===== src/rtl/pipelined_adder_sub.sv =====
// Pipelined WIDTH-bit ripple-carry adder/subtractor, one carry-chain slice per stage, valid/ready stream.
// Optional signed-overflow flag built when PIPELINED_ADDER_OVF_EN is defined.
module pipelined_adder_sub #(
    parameter int unsigned WIDTH  = 16,
    parameter int unsigned STAGES = 4
) (
    input  logic             clk,
    input  logic             rst,
    input  logic             in_valid,
    output logic             in_ready,
    input  logic [WIDTH-1:0] a,
    input  logic [WIDTH-1:0] b,
    input  logic             carry_in,
    input  logic             sub,
    output logic             out_valid,
    input  logic             out_ready,
    output logic [WIDTH-1:0] sum,
    output logic             carry_out,
    output logic             overflow
);
    localparam int unsigned SLICE = WIDTH / STAGES;
    localparam int unsigned SW    = SLICE + 1;

    // Per-stage state; operands are kept shifted so the next slice sits in the low bits.
    logic             valid_q [STAGES];
    logic             valid_d [STAGES];
    logic             sub_q   [STAGES];
    logic             sub_d   [STAGES];
    logic             carry_q [STAGES];
    logic             carry_d [STAGES];
    logic [WIDTH-1:0] a_q     [STAGES];
    logic [WIDTH-1:0] a_d     [STAGES];
    logic [WIDTH-1:0] b_q     [STAGES];
    logic [WIDTH-1:0] b_d     [STAGES];
    logic [WIDTH-1:0] sum_q   [STAGES];
    logic [WIDTH-1:0] sum_d   [STAGES];

    // Inputs seen by each stage: ports for stage 0, previous stage registers otherwise.
    logic             st_v    [STAGES];
    logic             st_sub  [STAGES];
    logic             st_c    [STAGES];
    logic [WIDTH-1:0] st_a    [STAGES];
    logic [WIDTH-1:0] st_b    [STAGES];
    logic [WIDTH-1:0] st_sum  [STAGES];

    logic [SLICE-1:0] bx;
    logic [SLICE:0]   res;
    logic             adv;

`ifdef PIPELINED_ADDER_OVF_EN
    logic ovf_q;
    logic ovf_d;
`endif

    assign adv      = !valid_q[STAGES-1] || out_ready;
    assign in_ready = adv;

    always_comb begin
        st_v[0]   = in_valid;
        st_sub[0] = sub;
        st_c[0]   = sub | carry_in;
        st_a[0]   = a;
        st_b[0]   = b;
        st_sum[0] = '0;
        for (int k = 1; k < int'(STAGES); k++) begin
            st_v[k]   = valid_q[k-1];
            st_sub[k] = sub_q[k-1];
            st_c[k]   = carry_q[k-1];
            st_a[k]   = a_q[k-1];
            st_b[k]   = b_q[k-1];
            st_sum[k] = sum_q[k-1];
        end
    end

    // One slice added per stage; whole pipeline holds when the output is stalled.
    always_comb begin
        valid_d = valid_q;
        sub_d   = sub_q;
        carry_d = carry_q;
        a_d     = a_q;
        b_d     = b_q;
        sum_d   = sum_q;
        bx      = '0;
        res     = '0;
`ifdef PIPELINED_ADDER_OVF_EN
        ovf_d   = ovf_q;
`endif
        if (adv) begin
            for (int k = 0; k < int'(STAGES); k++) begin
                bx  = st_sub[k] ? ~st_b[k][SLICE-1:0] : st_b[k][SLICE-1:0];
                res = SW'(st_a[k][SLICE-1:0]) + SW'(bx) + SW'(st_c[k]);
                valid_d[k] = st_v[k];
                sub_d[k]   = st_sub[k];
                carry_d[k] = res[SLICE];
                a_d[k]     = st_a[k] >> SLICE;
                b_d[k]     = st_b[k] >> SLICE;
                sum_d[k]   = st_sum[k];
                sum_d[k][k*SLICE +: SLICE] = res[SLICE-1:0];
`ifdef PIPELINED_ADDER_OVF_EN
                // Carry into the MSB recovered from the MSB sum bit and its operands.
                if (k == int'(STAGES) - 1) begin
                    ovf_d = res[SLICE-1] ^ st_a[k][SLICE-1] ^ bx[SLICE-1] ^ res[SLICE];
                end
`endif
            end
        end
    end

    always_ff @(posedge clk) begin
        if (rst) begin
            valid_q <= '{default: 1'b0};
            sub_q   <= '{default: 1'b0};
            carry_q <= '{default: 1'b0};
            a_q     <= '{default: '0};
            b_q     <= '{default: '0};
            sum_q   <= '{default: '0};
        end else begin
            valid_q <= valid_d;
            sub_q   <= sub_d;
            carry_q <= carry_d;
            a_q     <= a_d;
            b_q     <= b_d;
            sum_q   <= sum_d;
        end
    end

`ifdef PIPELINED_ADDER_OVF_EN
    always_ff @(posedge clk) begin
        if (rst) begin
            ovf_q <= 1'b0;
        end else begin
            ovf_q <= ovf_d;
        end
    end

    assign overflow = ovf_q;
`else
    assign overflow = 1'b0;
`endif

    assign out_valid = valid_q[STAGES-1];
    assign sum       = sum_q[STAGES-1];
    assign carry_out = carry_q[STAGES-1];

endmodule


===== config.mk =====
export PLATFORM = sky130hd
export DESIGN_NAME = pipelined_adder_sub
export DESIGN_NICKNAME = d
export VERILOG_FILES = /design/src/rtl/pipelined_adder_sub.sv
export SDC_FILE = /design/constraint.sdc
export NUM_CORES = 1
export LEC_CHECK = 0
export ABC_AREA = 1
export CORE_MARGIN = 2
export CORE_UTILIZATION = 45
export CTS_CLUSTER_SIZE = 14
export DETAILED_ROUTE_END_ITERATION = 6
export PLACE_DENSITY = 0.68
export SLEW_MARGIN = 10
export SYNTH_ARGS = -nofsm -noshare
export SYNTH_HDL_FRONTEND = slang
export SYNTH_SLANG_ARGS = --single-unit

===== constraint.sdc =====
create_clock -name clk -period 2.21 [get_ports clk]
set_input_delay 0.3315 -clock clk [delete_from_list [all_inputs] [get_ports clk]]
set_output_delay 0.3315 -clock clk [all_outputs]
set_load 0.02 [all_outputs]

# == Word-level counts from Yosys, hierarchy flattened ==
# Cells that the tools add are included.
# word_totals
ff_bits,99
out_inout_bits,20
word_cells,40
# classes
addsub,8
n_mux,4
bitwise,5
n_reduce_logical,2
# op_table
operator,n
$add A4 B4 Y5,4
$add A5 B1 Y5,4
$mux W4,4
$not A4 Y4,4
$logic_not A1 Y1,1
$logic_or A1 B1 Y1,1
$or A1 B1 Y1,1

# == Depth between registers and ports, before layout ==
# depth
ltp_word,4
ltp_mapped,11

# == Worst setup path before layout ==
# OpenSTA, ideal clock, no wires.
# synth_timing
kind,input to register
startpoint,input port sub
endpoint,"register sum_q, in the netlist st_sum[33]"
arrival_time_ps,1814
required_time_ps,2094
path_slack_ps,280
cell_stages,6
n_path_buf,1
path_cell_list,clkbuf_1 > or2_2 > fa_1 > fa_1 > o21ai_0 > nor2_1
# synth_between
elab_chain_len,3
elab_cells_between_ends,4
classes_between,add/sub: 2; mux: 1; bitwise: 1
# synth_lines
item,line_no,source
"start, declared",14,"input logic sub,"
$mux W4,90,bx = st_sub[k] ? ~st_b[k][SLICE-1:0] : st_b[k][SLICE-1:0];
$add A4 B4 Y5,91,res = SW'(st_a[k][SLICE-1:0]) + SW'(bx) + SW'(st_c[k]);
$add A5 B1 Y5 (*),91,
"end signal, assigned",123,sum_q <= sum_d;
"end, declared",35,logic [WIDTH-1:0] sum_q [STAGES];
# Every way passes the cells marked *; elsewhere a longest branch is shown, timed or not.
# A chain may end at the register's enable or synchronous reset.

# == Worst setup path in the final report ==
# layout_timing
startpoint,input port sub
endpoint,"register sum_q, in the netlist st_sum[34]"
# Same word-level chain as after synthesis.

==> flow_results.xml <==
<?xml version="1.0" encoding="UTF-8"?>
<metrics>
  <group name="status">
    <metric name="run_status" unit="">finished, final reports clean</metric>
  </group>
  <group name="sta">
    <metric name="clock.fmax" unit="MHz">499.0</metric>
    <metric name="finalWorstPathRequiredPeriod" unit="ns">2.004</metric>
    <metric name="setup_viol_count_final" unit="">0</metric>
    <metric name="fin_worst_hold_slack" unit="ns">0.4793</metric>
    <metric name="post-route-worst-setup-slack" unit="ns">0.2060</metric>
    <metric name="finalHoldViolations" unit="">0</metric>
    <metric name="grt_setup_unrepaired" unit="">no</metric>
    <metric name="layout_worst_path_cycle_share" unit="%">90.68</metric>
    <metric name="final_max_slew_viol_count" unit="">0</metric>
    <metric name="clock_skew" unit="ns">0.01831</metric>
  </group>
  <group name="min_path">
    <metric name="min-delay-path-class" unit="">reg2reg</metric>
  </group>
  <group name="place">
    <metric name="dpl.hpwl" unit="µm">5136</metric>
    <metric name="portBuffers" unit="">56</metric>
    <metric name="setup_slack_at_placement" unit="ns">-0.1702</metric>
    <metric name="numPlacedInstances" unit="">663</metric>
    <metric name="gpl.final_weighted_congestion" unit="">0.7931</metric>
  </group>
  <group name="pwr">
    <metric name="power_density" unit="nW/µm²">774.4</metric>
    <metric name="p_leak" unit="nW">2.346</metric>
    <metric name="worst_ir_drop_vdd" unit="V">0.0003957</metric>
    <metric name="post_route_total_power" unit="mW">3.859</metric>
  </group>
  <group name="logic_synthesis">
    <metric name="synth_seq_cells" unit="">99</metric>
    <metric name="yosysSeqAreaShare" unit="%">47.67</metric>
    <metric name="synth_ff_type" unit="">dfxtp_1</metric>
    <metric name="syn-mean-instance-area" unit="µm²">7.920</metric>
    <metric name="yosysWarnings" unit="">0</metric>
    <metric name="yosysTopAreaCell" unit="">dfxtp_1</metric>
    <metric name="yosys-top-cells-area" unit="">dfxtp_1 48%, nor2_1 15%, o21ai_0 11%</metric>
    <metric name="post_synth_edffs" unit="">0</metric>
    <metric name="async_flop_share" unit="%">0</metric>
    <metric name="synth_fp_nets" unit="">583</metric>
    <metric name="yosysMostFrequentCell" unit="">nor2_1</metric>
    <metric name="synth_top_cells_by_count" unit="">167 x nor2_1, 99 x dfxtp_1, 92 x o21ai_0</metric>
    <metric name="netlist_instances" unit="">525</metric>
    <metric name="yosys.cell_types.count" unit="">23</metric>
    <metric name="synthesis.area" unit="µm²">4158</metric>
    <metric name="area_share_of_the_largest_cell_type_after_synthesis" unit="%">47.67</metric>
  </group>
  <group name="cts">
    <metric name="cts_inserted_buffers" unit="">9</metric>
    <metric name="post_cts.repair.setup_buffers" unit="">0</metric>
    <metric name="cts.path.max_buffers" unit="">2</metric>
    <metric name="clock_latency" unit="ns">0.37</metric>
    <metric name="cts.htree.levels" unit="">3</metric>
    <metric name="cts_resized" unit="">0</metric>
    <metric name="clkSinkCount" unit="">99</metric>
    <metric name="cts_hold_buf" unit="">0</metric>
    <metric name="ctsRootBufferMaster" unit="">clkbuf_8</metric>
    <metric name="clock_tree_from_tritoncts" unit="">yes</metric>
    <metric name="clk_pin_slew_worst_paths" unit="ns">0.11</metric>
  </group>
  <group name="global_route">
    <metric name="grt.total_usage" unit="%">15.94</metric>
    <metric name="globalRouteOverflowTotal" unit="">0</metric>
    <metric name="grt_pass1_wl" unit="µm">13110</metric>
    <metric name="grt_start_max_net_pins" unit="">107</metric>
    <metric name="grt_pass1_vias" unit="">3055</metric>
    <metric name="number_of_antenna_violations_at_the_first_check_in_global_routing" unit="">0</metric>
  </group>
  <group name="worst_setup_path">
    <metric name="critical_path.n_buffers_inverters" unit="">1</metric>
    <metric name="path_cells" unit="">clkdlybuf4s50_1 &gt; or2_2 &gt; fa_1 &gt; fa_1 &gt; xnor2_1 &gt; a21oi_1</metric>
    <metric name="start_kind" unit="">input port</metric>
    <metric name="critical-path-top-cell-by-count" unit="">fa_1</metric>
    <metric name="timing.setup.critical_path_class" unit="">in2reg</metric>
    <metric name="worstSetupEndpointType" unit="">flip-flop</metric>
    <metric name="worstPathRequired" unit="ns">2.45</metric>
    <metric name="timing.critical_path.slowest_cell_delay" unit="ns">0.46</metric>
    <metric name="crit_path_max_delay_cell_type" unit="">clkdlybuf4s50_1</metric>
    <metric name="timing.critical_path.fanout_max" unit="">3</metric>
    <metric name="worstPathArrival" unit="ns">2.24</metric>
    <metric name="cpLargestDelayFamily" unit="">adder cells</metric>
  </group>
  <group name="routing">
    <metric name="met2RoutedLength" unit="µm">3602</metric>
    <metric name="detail-route-antenna-nets" unit="">0</metric>
    <metric name="dr.first_iter.drc_count" unit="">84</metric>
    <metric name="vias_per_cell" unit="">4.901</metric>
    <metric name="drt_pass_1_iters" unit="">4</metric>
    <metric name="dr.max_layer_used" unit="">met4</metric>
    <metric name="vias" unit="">3328</metric>
    <metric name="detail_route.drc_violations" unit="">0</metric>
    <metric name="met3RoutedLength" unit="µm">229</metric>
    <metric name="wirelength_met1" unit="µm">3681</metric>
    <metric name="avgRoutedWirePerCell" unit="µm">11.33</metric>
    <metric name="drt_wl_total" unit="µm">7692</metric>
  </group>
  <group name="floorplanning">
    <metric name="die_h" unit="µm">100.1</metric>
    <metric name="dieArea" unit="µm²">10020</metric>
    <metric name="design.core.area" unit="µm²">9109</metric>
    <metric name="chipWidth" unit="µm">100.1</metric>
    <metric name="num_rows" unit="">35</metric>
    <metric name="floorplan.io_pins" unit="">58</metric>
    <metric name="start_util" unit="%">45.65</metric>
  </group>
  <group name="finish">
    <metric name="multi_input_gate_area_in_the_final_layout" unit="µm²">1878</metric>
    <metric name="num_antenna_cells" unit="">0</metric>
    <metric name="syn_to_final_growth" unit="%">19.86</metric>
    <metric name="drive_gt1_share" unit="%">5.106</metric>
    <metric name="instances_no_fill" unit="">679</metric>
    <metric name="filler_cell_count" unit="">891</metric>
    <metric name="fin_nets" unit="">621</metric>
    <metric name="area.sequential" unit="µm²">1982</metric>
  </group>
  <group name="flow_run">
    <metric name="maxCapViolations" unit="">0</metric>
  </group>
</metrics>
==> routing by layer <==
metal,global-route usage (%),up-vias
li1,-,1744
met1,19.51,1512
met2,27.67,57
met3,2.577,15
met4,6.955,0
met5,0,-
==> report_power, final <==
| part | switching [mW] | internal (mW) | total (mW) |
|---|---|---|---|
| logic | 0.277 | 0.259 | 0.536 |
| registers | 0.0708 | 1.93 | 2.00 |
| clock network | 0.668 | 0.657 | 1.33 |
==> worst register-to-register path, cell delays in order (launching register included) <==
cell and delay (ns):
dfxtp_1 0.48, xnor2_1 0.13, fa_1 0.42, fa_1 0.42, o21ai_0 0.17, nand2_1 0.07, a21oi_1 0.11
==> flip-flops by register name, summed over array words and instances (netlist names) <==
signal / cells
sum: 16
a_q: 24
st_v: 3
carry_q: 3
b_q: 24
out_valid: 1
carry_out: 1
st_sum: 24
st_sub: 3
==> layout by cell type, fill, tap and decap left out, types with 4 or more instances in the layout <==
cell,count
clkbuf_8,9
fa_1,8
nor2_1,167
buf_4,4
a21oi_1,17
clkdlybuf4s50_1,56
dfxtp_1,99
inv_1,25
xnor2_1,6
o21ai_0,92
nand3_1,10
xor2_1,14
nand2_1,23
o21ai_1,7
ha_1,12
==> metrics by stage <==
step           util, %  cell area (µm²)  setup TNS, ns
2_1_floorplan        -             4158              0
3_3_place_gp     52.18             4753        -0.2311
3_5_place_dp     52.18             4753        -0.3818
4_1_cts          54.71             4984              0
5_1_grt          54.71             4984              0
6_report         54.71             4984              0
==> final timing paths <==
check             from    endpoint  slack (ns)  cells after the start
max                sub  st_sum[34]        0.21                      6
min reg2reg    st_v[0]     st_v[0]        0.48                      2
min            st_v[0]     st_v[0]        0.48                      2
max reg2reg  st_sub[0]   carry_out        0.38                      6
==> kinds of logic after synthesis <==
logic type | share of synthesized area (%)
AND/OR/NAND/NOR | 18.96
AO/OA/AOI/OAI | 14.32
flip-flops | 47.67
buffers and inverters | 7.282
XOR/XNOR | 4.213
adder cells (fa/ha/maj) | 7.463
other | 0.09019
==> area by class of cell <==
| type | instances | area share [%] |
|---|---|---|
| repair buffers | 63 | 13.06 |
| inverters | 27 | 2.084 |
| clock inverters | 7 | 2.134 |
| multi-input cells | 363 | 37.69 |
| well taps | 111 | 2.787 |
| clock buffers | 9 | 2.486 |
| flip-flops and latches | 99 | 39.77 |
No activity file was read; power rests on OpenSTA's default activity.
